### config.mk
export PLATFORM = sky130hd
export DESIGN_NAME = register_write_arbiter_flat
export DESIGN_NICKNAME = d
export VERILOG_FILES = /design/src/rtl/register_write_arbiter_if.sv /design/src/rtl/register_write_arbiter.sv /design/src/flat_wrapper.sv
export SDC_FILE = /design/constraint.sdc
export NUM_CORES = 1
export LEC_CHECK = 0
export CAP_MARGIN = 20
export CORE_AREA = 2 2 59 89
export CTS_CLUSTER_DIAMETER = 80
export DETAILED_ROUTE_END_ITERATION = 6
export DIE_AREA = 0 0 61 91
export PLACE_DENSITY = 0.79
export SLEW_MARGIN = 20
export SYNTH_ARGS = -nofsm -noshare
export SYNTH_HDL_FRONTEND = slang
export SYNTH_SLANG_ARGS = --single-unit
### constraint.sdc
create_clock -name clk -period 2.1 [get_ports clk]
set_clock_uncertainty 0.05 [all_clocks]
set_input_delay 0.21 -clock clk [delete_from_list [all_inputs] [get_ports clk]]
set_output_delay 0.21 -clock clk [all_outputs]
set_load 0.05 [all_outputs]
### src/rtl/register_write_arbiter_if.sv
// Bus bundle between N write requesters and the shared-register arbiter.
// Optional last_writer signal exists only when REG_ARB_LAST_WRITER_EN is defined.
interface register_write_arbiter_if #(
    parameter int W = 16,
    parameter int N = 4
);
    localparam int IW = (N > 1) ? $clog2(N) : 1;

    // Handshake: a requester holds req[i] and its data slice stable until
    // ack[i] pulses for one cycle; req[i] must drop in the cycle after ack.
    logic [N-1:0]   req;
    logic [N*W-1:0] req_data;
    logic [N-1:0]   ack;
    logic           busy;
    logic [W-1:0]   out_reg;
    logic           state_dbg;
`ifdef REG_ARB_LAST_WRITER_EN
    logic [IW-1:0]  last_writer;
`endif

`ifdef REG_ARB_LAST_WRITER_EN
    modport master (output req, req_data,
                    input  ack, busy, out_reg, state_dbg, last_writer);
    modport slave  (input  req, req_data,
                    output ack, busy, out_reg, state_dbg, last_writer);
`else
    modport master (output req, req_data,
                    input  ack, busy, out_reg, state_dbg);
    modport slave  (input  req, req_data,
                    output ack, busy, out_reg, state_dbg);
`endif
endinterface

### src/rtl/register_write_arbiter.sv
// Round-robin arbiter serialising N requesters' writes into one W-bit register.
// Define REG_ARB_LAST_WRITER_EN to add the last_writer register and port.
module register_write_arbiter #(
    parameter int W = 16,
    parameter int N = 4
) (
    input  logic                  clk,
    input  logic                  reset_synchronous_n,
    register_write_arbiter_if.slave bus
);
    localparam int IW = (N > 1) ? $clog2(N) : 1;

    typedef enum logic {
        IDLE  = 1'b0,
        WRITE = 1'b1
    } state_e;

    state_e        state_q, state_d;
    logic [IW-1:0] grant_id_q, grant_id_d;
    logic [IW-1:0] p_q, p_d;
    logic [W-1:0]  data_q, data_d;
    logic [W-1:0]  out_reg_q, out_reg_d;

    logic [W-1:0]  slot [N];
    logic          found;
    logic [IW-1:0] winner;
    logic [IW-1:0] idx;

    always_comb begin
        for (int i = 0; i < N; i++) begin
            slot[i] = bus.req_data[i*W +: W];
        end
    end

    // Search upward from the pointer, wrapping; first asserted request wins.
    always_comb begin
        found  = 1'b0;
        winner = '0;
        idx    = '0;
        for (int k = 0; k < N; k++) begin
            idx = IW'((int'(p_q) + k) % N);
            if (!found && bus.req[idx]) begin
                found  = 1'b1;
                winner = idx;
            end
        end
    end

    always_comb begin
        state_d    = state_q;
        grant_id_d = grant_id_q;
        data_d     = data_q;
        p_d        = p_q;
        out_reg_d  = out_reg_q;
        case (state_q)
            IDLE: begin
                if (found) begin
                    grant_id_d = winner;
                    data_d     = slot[winner];
                    state_d    = WRITE;
                end
            end
            WRITE: begin
                out_reg_d = data_q;
                p_d       = (grant_id_q == IW'(N - 1)) ? '0 : grant_id_q + IW'(1);
                state_d   = IDLE;
            end
            default: state_d = IDLE;
        endcase
    end

    always_ff @(posedge clk) begin
        if (!reset_synchronous_n) begin
            state_q    <= IDLE;
            grant_id_q <= '0;
            p_q        <= '0;
            data_q     <= '0;
            out_reg_q  <= '0;
        end else begin
            state_q    <= state_d;
            grant_id_q <= grant_id_d;
            p_q        <= p_d;
            data_q     <= data_d;
            out_reg_q  <= out_reg_d;
        end
    end

`ifdef REG_ARB_LAST_WRITER_EN
    logic [IW-1:0] last_writer_q, last_writer_d;

    always_comb begin
        last_writer_d = last_writer_q;
        if (state_q == WRITE) begin
            last_writer_d = grant_id_q;
        end
    end

    always_ff @(posedge clk) begin
        if (!reset_synchronous_n) begin
            last_writer_q <= '0;
        end else begin
            last_writer_q <= last_writer_d;
        end
    end

    assign bus.last_writer = last_writer_q;
`endif

    // Outputs decode only registered state, so req never reaches them combinationally.
    always_comb begin
        for (int i = 0; i < N; i++) begin
            bus.ack[i] = (state_q == WRITE) && (grant_id_q == IW'(i));
        end
    end

    assign bus.busy      = (state_q == WRITE);
    assign bus.out_reg   = out_reg_q;
    assign bus.state_dbg = state_q;

endmodule

### src/flat_wrapper.sv
// flat-port wrapper written by rule: the top's interface ports become plain ports
module register_write_arbiter_flat 
#(
    parameter int W = 16,
    parameter int N = 4
)
  (clk, reset_synchronous_n, bus_req, bus_req_data, bus_ack, bus_busy, bus_out_reg, bus_state_dbg);
  register_write_arbiter_if #(.W(W), .N(N)) bus_i ();
  input  logic clk;
  input  logic reset_synchronous_n;
  input wire logic [$bits(bus_i.req)-1:0] bus_req;
  input wire logic [$bits(bus_i.req_data)-1:0] bus_req_data;
  output wire logic [$bits(bus_i.ack)-1:0] bus_ack;
  output wire logic [$bits(bus_i.busy)-1:0] bus_busy;
  output wire logic [$bits(bus_i.out_reg)-1:0] bus_out_reg;
  output wire logic [$bits(bus_i.state_dbg)-1:0] bus_state_dbg;
  assign bus_i.req = bus_req;
  assign bus_i.req_data = bus_req_data;
  assign bus_ack = bus_i.ack;
  assign bus_busy = bus_i.busy;
  assign bus_out_reg = bus_i.out_reg;
  assign bus_state_dbg = bus_i.state_dbg;
  register_write_arbiter #(.W(W), .N(N)) u_core (.clk(clk), .reset_synchronous_n(reset_synchronous_n), .bus(bus_i));
endmodule
==> results of run 1 <==
## through the flow
| stage | hold WS [ns] | std cells | setup slack (ns) | power [mW] | utilization [%] |
|---|---|---|---|---|---|
| floorplan | 0.326 | 185 | 0.0406 | 1.15 | - |
| global placement | 0.392 | 336 | 0.143 | 1.40 | 62.3 |
| detailed placement | 0.402 | 336 | 0.104 | 1.41 | 62.3 |
| CTS | 0.423 | 344 | 0.359 | 1.89 | 64.1 |
| global route | 0.446 | 344 | 0.316 | 1.96 | 64.1 |
| finish | 0.417 | 344 | 0.381 | 1.87 | 64.1 |
## worst min-delay path by stage
stage / startpoint / end / slack, ns
floorplan: reset_synchronous_n / u_core.bus.busy$_SDFF_PP0_ / 0.33
global placement: u_core.data_q[1]$_SDFFE_PN0P_ / u_core.data_q[1]$_SDFFE_PN0P_ / 0.39
detailed placement: u_core.data_q[0]$_SDFFE_PN0P_ / u_core.data_q[0]$_SDFFE_PN0P_ / 0.40
CTS: u_core.data_q[1]$_SDFFE_PN0P_ / u_core.data_q[1]$_SDFFE_PN0P_ / 0.42
global route: u_core.data_q[1]$_SDFFE_PN0P_ / u_core.data_q[1]$_SDFFE_PN0P_ / 0.45
finish: u_core.data_q[1]$_SDFFE_PN0P_ / u_core.data_q[1]$_SDFFE_PN0P_ / 0.42
## synthesized netlist by cell type, types with 2 or more instances
master / count
o221ai_1: 14
nor2b_1: 21
nand2b_1: 2
inv_1: 7
o221ai_2: 3
buf_6: 3
ha_1: 4
and2_1: 5
buf_4: 3
nor2_1: 2
mux2i_1: 52
dfxtp_1: 37
clkbuf_1: 3
a21oi_1: 2
nand2_1: 17
buf_2: 2
## report_power, final
group / internal, mW / leakage, nW / total, mW / switching [mW]
combinational: 0.315 / 0.810 / 0.580 / 0.265
clock: 0.230 / 0.0450 / 0.476 / 0.246
sequential: 0.768 / 0.304 / 0.809 / 0.0410
## kinds of logic after synthesis
family | count (synthesis) | share of synthesized area (%)
buf+inv | 21 | 6.63
compound gates | 24 | 12.4
flops | 37 | 38.5
mux | 52 | 27.0
fa+ha+maj | 4 | 2.60
simple gates | 47 | 12.8
## final cells by class
class                   count  area, um2  area share (%)
inverters                   7       26.3           0.860
clock inverters             2       10.0           0.327
multi-input cells         127       1060            34.5
repair buffers             99       1070            35.0
clock buffers               6       72.6            2.37
well taps                  66       82.6            2.70
flip-flops and latches     37        741            24.2
## layer usage
layer | track usage, % | wire length [um] | vias up | share of wire, %
li1 | - | - | 836 | -
met1 | 22.1 | 1850 | 795 | 37
met3 | 3.42 | 194 | 6 | 3.9
met4 | 7.07 | 87 | 0 | 1.8
met2 | 33.4 | 2830 | 52 | 57
met5 | 0 | 0 | - | 0
==> flow_metrics.tcl, run 1 <==
set metrics [dict create \
    grt_pass1_wl_mm 8.02 \
    synth_seq_cells 37 \
    endpoint_kind "output pin" \
    post_cts_resized 0 \
    portBuffers 91 \
    critPathMaxStageDelay_ns 0.82 \
    ff2ff_setup_slack_ns 0.41 \
    h-tree-depth 2 \
    dr.pass1.iters 4 \
    syn_to_final_growth_pct 58.8 \
    rsz0062_at_grt "no" \
    slew_headroom_pct 64.9 \
    mostFrequentLayoutCell "clkdlybuf4s50_1" \
    hold_violations 0 \
    antenna_found_initial 0 \
    post_cts_buffers 0 \
    core_area_um2 4770 \
    synth.top_cell.area_share_pct 38.5 \
    cpMaxStageDelayCell "clkdlybuf4s50_1" \
    detail_route.wirelength_mm 4.96 \
    fin_tns_setup_ns 0 \
    max_freq_mhz 582 \
    yosys.area.top_type "dfxtp_1" \
    ys_warn_count 0 \
    netlist_instances 185 \
    status "finished, final reports clean" \
    cp.arrival_ns 1.46 \
    ant_nets 0 \
    worst_ep_required_time_ns 1.84 \
    track_usage_pct 19.1 \
    ys.flop_type "dfxtp_1" \
    ios 92 \
    nNetsFinal 351 \
    hold-path-cell-count 2 \
    synth_cell_type_count 24 \
    synth_edf_count 0 \
    cts_tree "done" \
    synth_fp_nets 259 \
    crit_family "buffers and inverters" \
    synth_area_leaders "dfxtp_1 (38%), mux2i_1 (27%), nor2b_1 (6.8%)" \
    post_drt_wl_per_cell_um 14.4 \
    tightest_slew_ns 0.525 \
    crit_type "reg2out" \
    final_cell_mix "clkdlybuf4s50_1 (85), mux2i_1 (52), dfxtp_1 (37)" \
    vias 1689 \
    grt_max_degree 25 \
    p_leak_nw 1.16 \
    irDropWorstVdd_v 0.000505 \
    crit_path_cell_trace "clkdlybuf4s50_1" \
    cts.path.max_buffers 2 \
    path_clk_slew_ns 0.07 \
    grt_overflow 0 \
    reg2reg_depth 6 \
    fillCellCount 414 \
    power.density_nw_per_um2 610 \
    grt_pass1_vias 1716 \
    synthesis.area_um2 1920 \
    setup_viol_count_final 0 \
    hp-class "reg2reg" \
    cts_inserted_buffers 5 \
    path_depth 1 \
    num_antenna_cells 0 \
    start_util_pct 40.3 \
    critPathBufInv 1 \
    dpl_cell_area_um2 2970 \
    start_kind "flop" \
    period_share_pct 81.9 \
    synth-seq-area-share_pct 38.5 \
    die_y_um 91 \
    cp-endpoint "bus_out_reg[5]" \
    timing.rr.start "u_core.p_q[0]$_SDFFE_PN0P_" \
    worstSkewPairLatency_ns 0.29 \
    placementRows 31 \
    crit_start "u_core.bus.out_reg[5]$_SDFFE_PN0P_" \
    critPathMaxFanout 2 \
    drtIter0Drc 32 \
    root_buffer "clkbuf_8" \
    syn_area_per_cell_um2 10.4 \
    finalCriticalPeriod_ns 1.72 \
    cap_violations 0 \
    dp_hpwl_mm 3.78 \
    cts_num_sinks 37 \
    gp_congestion 0.710 \
    drive_gt1_share_pct 9.71 \
    fp.dieW_um 61 \
    ctsHoldBuffers 0 \
    timing.rr.end "u_core.data_q[8]$_SDFFE_PN0P_" \
    viasPerCell 4.91 \
    async_flop_share_pct 0 \
    remaining_drc_errors 0 \
    dieArea_um2 5550 \
    stdcell_area_um2 3060 \
    drv_slew 0 \
]
No activity file was read; power rests on OpenSTA's default activity.
==> inputs of run 2 (changes only) <==
==> constraint.sdc (replaced) <==
create_clock -name clk -period 1.6 [get_ports clk]
set_clock_uncertainty 0.05 [all_clocks]
set_input_delay 0.16 -clock clk [delete_from_list [all_inputs] [get_ports clk]]
set_output_delay 0.16 -clock clk [all_outputs]
set_load 0.05 [all_outputs]
==> run 2 against run 1 <==
Effect of this change: the flow now finishes with violations (negative setup slack); register-to-register slack got worse by 0.43 ns; core utilization increased by 5.9 points; clock-buffer cell count increased by 1; critical endpoint is now u_core.data_q[5]$_SDFFE_PN0P_; cell count increased by 3.5%; worst setup slack got worse by 0.40 ns.
==> flow_metrics.tcl, run 2 (synthesized netlist as in run 1, its figures left out) <==
set metrics [dict create \
    cts.path.max_buffers 2 \
    whs_endpoint "u_core.data_q[12]$_SDFFE_PN0P_" \
    root_buffer "clkbuf_8" \
    timing.rr.start "u_core.p_q[1]$_SDFFE_PN0P_" \
    die_y_um 91 \
    tightest_slew_ns 0.295 \
    cpMaxStageDelayCell "dfxtp_4" \
    start_kind "flop" \
    grt_pass1_wl_mm 8.02 \
    dr.pass1.iters 4 \
    dpl_cell_area_um2 3000 \
    violations "negative setup slack" \
    cts_num_sinks 37 \
    nNetsFinal 364 \
    final_core_util_pct 70.0 \
    ff2ff_setup_slack_ns -0.02 \
    remaining_drc_errors 0 \
    dieArea_um2 5550 \
    p_leak_nw 1.32 \
    fin_tns_setup_ns -0.0320 \
    critPathMaxFanout 7 \
    path_clk_slew_ns 0.07 \
    core_area_um2 4770 \
    grt_overflow 0 \
    irDropWorstVdd_v 0.000815 \
    gp_congestion 0.727 \
    place_inst 344 \
    crit_path_cell_trace "a21oi_2, o21ai_2, a21oi_4, buf_12, clkbuf_16, mux2i_1, o221ai_1" \
    grtUsageMet2_pct 33.4 \
    cts_inserted_buffers 5 \
    dp_hpwl_mm 3.73 \
    final_cells 356 \
    grt_pass1_vias 1762 \
    crit_type "reg2reg" \
    ios 92 \
    p_total_mw 2.63 \
    setup_viol_count_final 3 \
    h-tree-depth 2 \
    rsz0062_at_grt "yes" \
    hp-class "reg2reg" \
    antenna_found_initial 0 \
    num_antenna_cells 0 \
    start_util_pct 40.3 \
    vias 1748 \
    drv_slew 0 \
    hold_violations 0 \
    post_drt_wl_per_cell_um 15.3 \
    fin_hold_ws_ns 0.418 \
    drive_gt1_share_pct 26.9 \
    hold-path-cell-count 2 \
    mostFrequentLayoutCell "clkdlybuf4s50_1" \
    stdcell_area_um2 3340 \
    endpoint_kind "flop" \
    syn_to_final_growth_pct 73.5 \
    viasPerCell 4.91 \
    track_usage_pct 19.2 \
    ant_nets 0 \
    cts_tree "done" \
    detail_route.wirelength_mm 5.44 \
    holdCritStartpoint "u_core.data_q[12]$_SDFFE_PN0P_" \
    grt_max_degree 20 \
    worstSkewPairLatency_ns 0.28 \
    critPathMaxStageDelay_ns 0.36 \
    max_freq_mhz 618 \
    grt-busiest-layer "met2" \
    portBuffers 91 \
    drtIter0Drc 50 \
    placementRows 31 \
    final_cell_mix "clkdlybuf4s50_1 (67), mux2i_1 (41), dfxtp_1 (33)" \
    cp.arrival_ns 1.73 \
    use_met3_pct 3.85 \
    ctsHoldBuffers 0 \
    use_met1_pct 22.1 \
    dp_slack_ns -0.345 \
    reg2reg_depth 7 \
    worst_ep_required_time_ns 1.71 \
    finalCriticalPeriod_ns 1.62 \
    fp.dieW_um 61 \
    timing.rr.end "u_core.data_q[5]$_SDFFE_PN0P_" \
    power.density_nw_per_um2 788 \
    fin_ws_ns -0.0182 \
    slew_headroom_pct 80.4 \
    status "finished with violations" \
    cap_violations 0 \
    period_share_pct 101 \
]
[run 2: changes by cell type in the layout (fill, tap and decap cells not counted), sizes merged]
cell           delta
clkdlybuf4s50    -18
dlygate4sd2       +1
clkbuf            +4
bufbuf            +1
clkinv            -2
dlymetal6s2s      +1
buf              +25
[run 2: what timing repair did]
item                       in CTS  in global routing
pin swaps                       1                  8
gates cloned                    1                  3
resized for setup               8                 20
setup endpoints to repair      14                 18
buffers inserted                1                  0
[run 2: worst max path at each step]
| stage | from | end | cells after the start |
|---|---|---|---|
| 2_1_floorplan | u_core.bus.busy$_SDFF_PP0_ | u_core.data_q[10]$_SDFFE_PN0P_ | 6 |
| 3_3_place_gp | bus_req[0] | u_core.data_q[0]$_SDFFE_PN0P_ | 7 |
| 3_5_place_dp | bus_req[0] | u_core.data_q[0]$_SDFFE_PN0P_ | 7 |
| 4_1_cts | bus_req[1] | u_core.data_q[12]$_SDFFE_PN0P_ | 7 |
| 5_1_grt | bus_req[3] | u_core.data_q[10]$_SDFFE_PN0P_ | 8 |
| 6_report | u_core.p_q[1]$_SDFFE_PN0P_ | u_core.data_q[5]$_SDFFE_PN0P_ | 7 |
[run 2: per-layer routing]
layer  up-vias  part of all wire [%]  wire length, um
met5         -                     0                0
met2        51                    54             2920
met4         0                   3.3              178
li1        870                     -                -
met1       813                    39             2130
met3        14                   3.9              210
[run 2: layout make-up]
cell class	count	area (um2)
clock buffer	7	86.3
multi-input combinational	127	1170
fill	352	1430
sequential	37	748
timing repair buffer	112	1220
tap	66	82.6
inverter	7	26.3
[run 2: worst max-delay path: cells and delay by family (launching register included)]
family,cells,cell delay (ns)
AOI/OAI and AO/OA,4,0.55
buffers and inverters,2,0.31
DFF,1,0.36
muxes,1,0.22
[run 2: report_power, final]
part           internal [mW]  switching, mW
clock network          0.341          0.298
logic                  0.528          0.401
registers               1.01         0.0542
total                   1.88          0.753
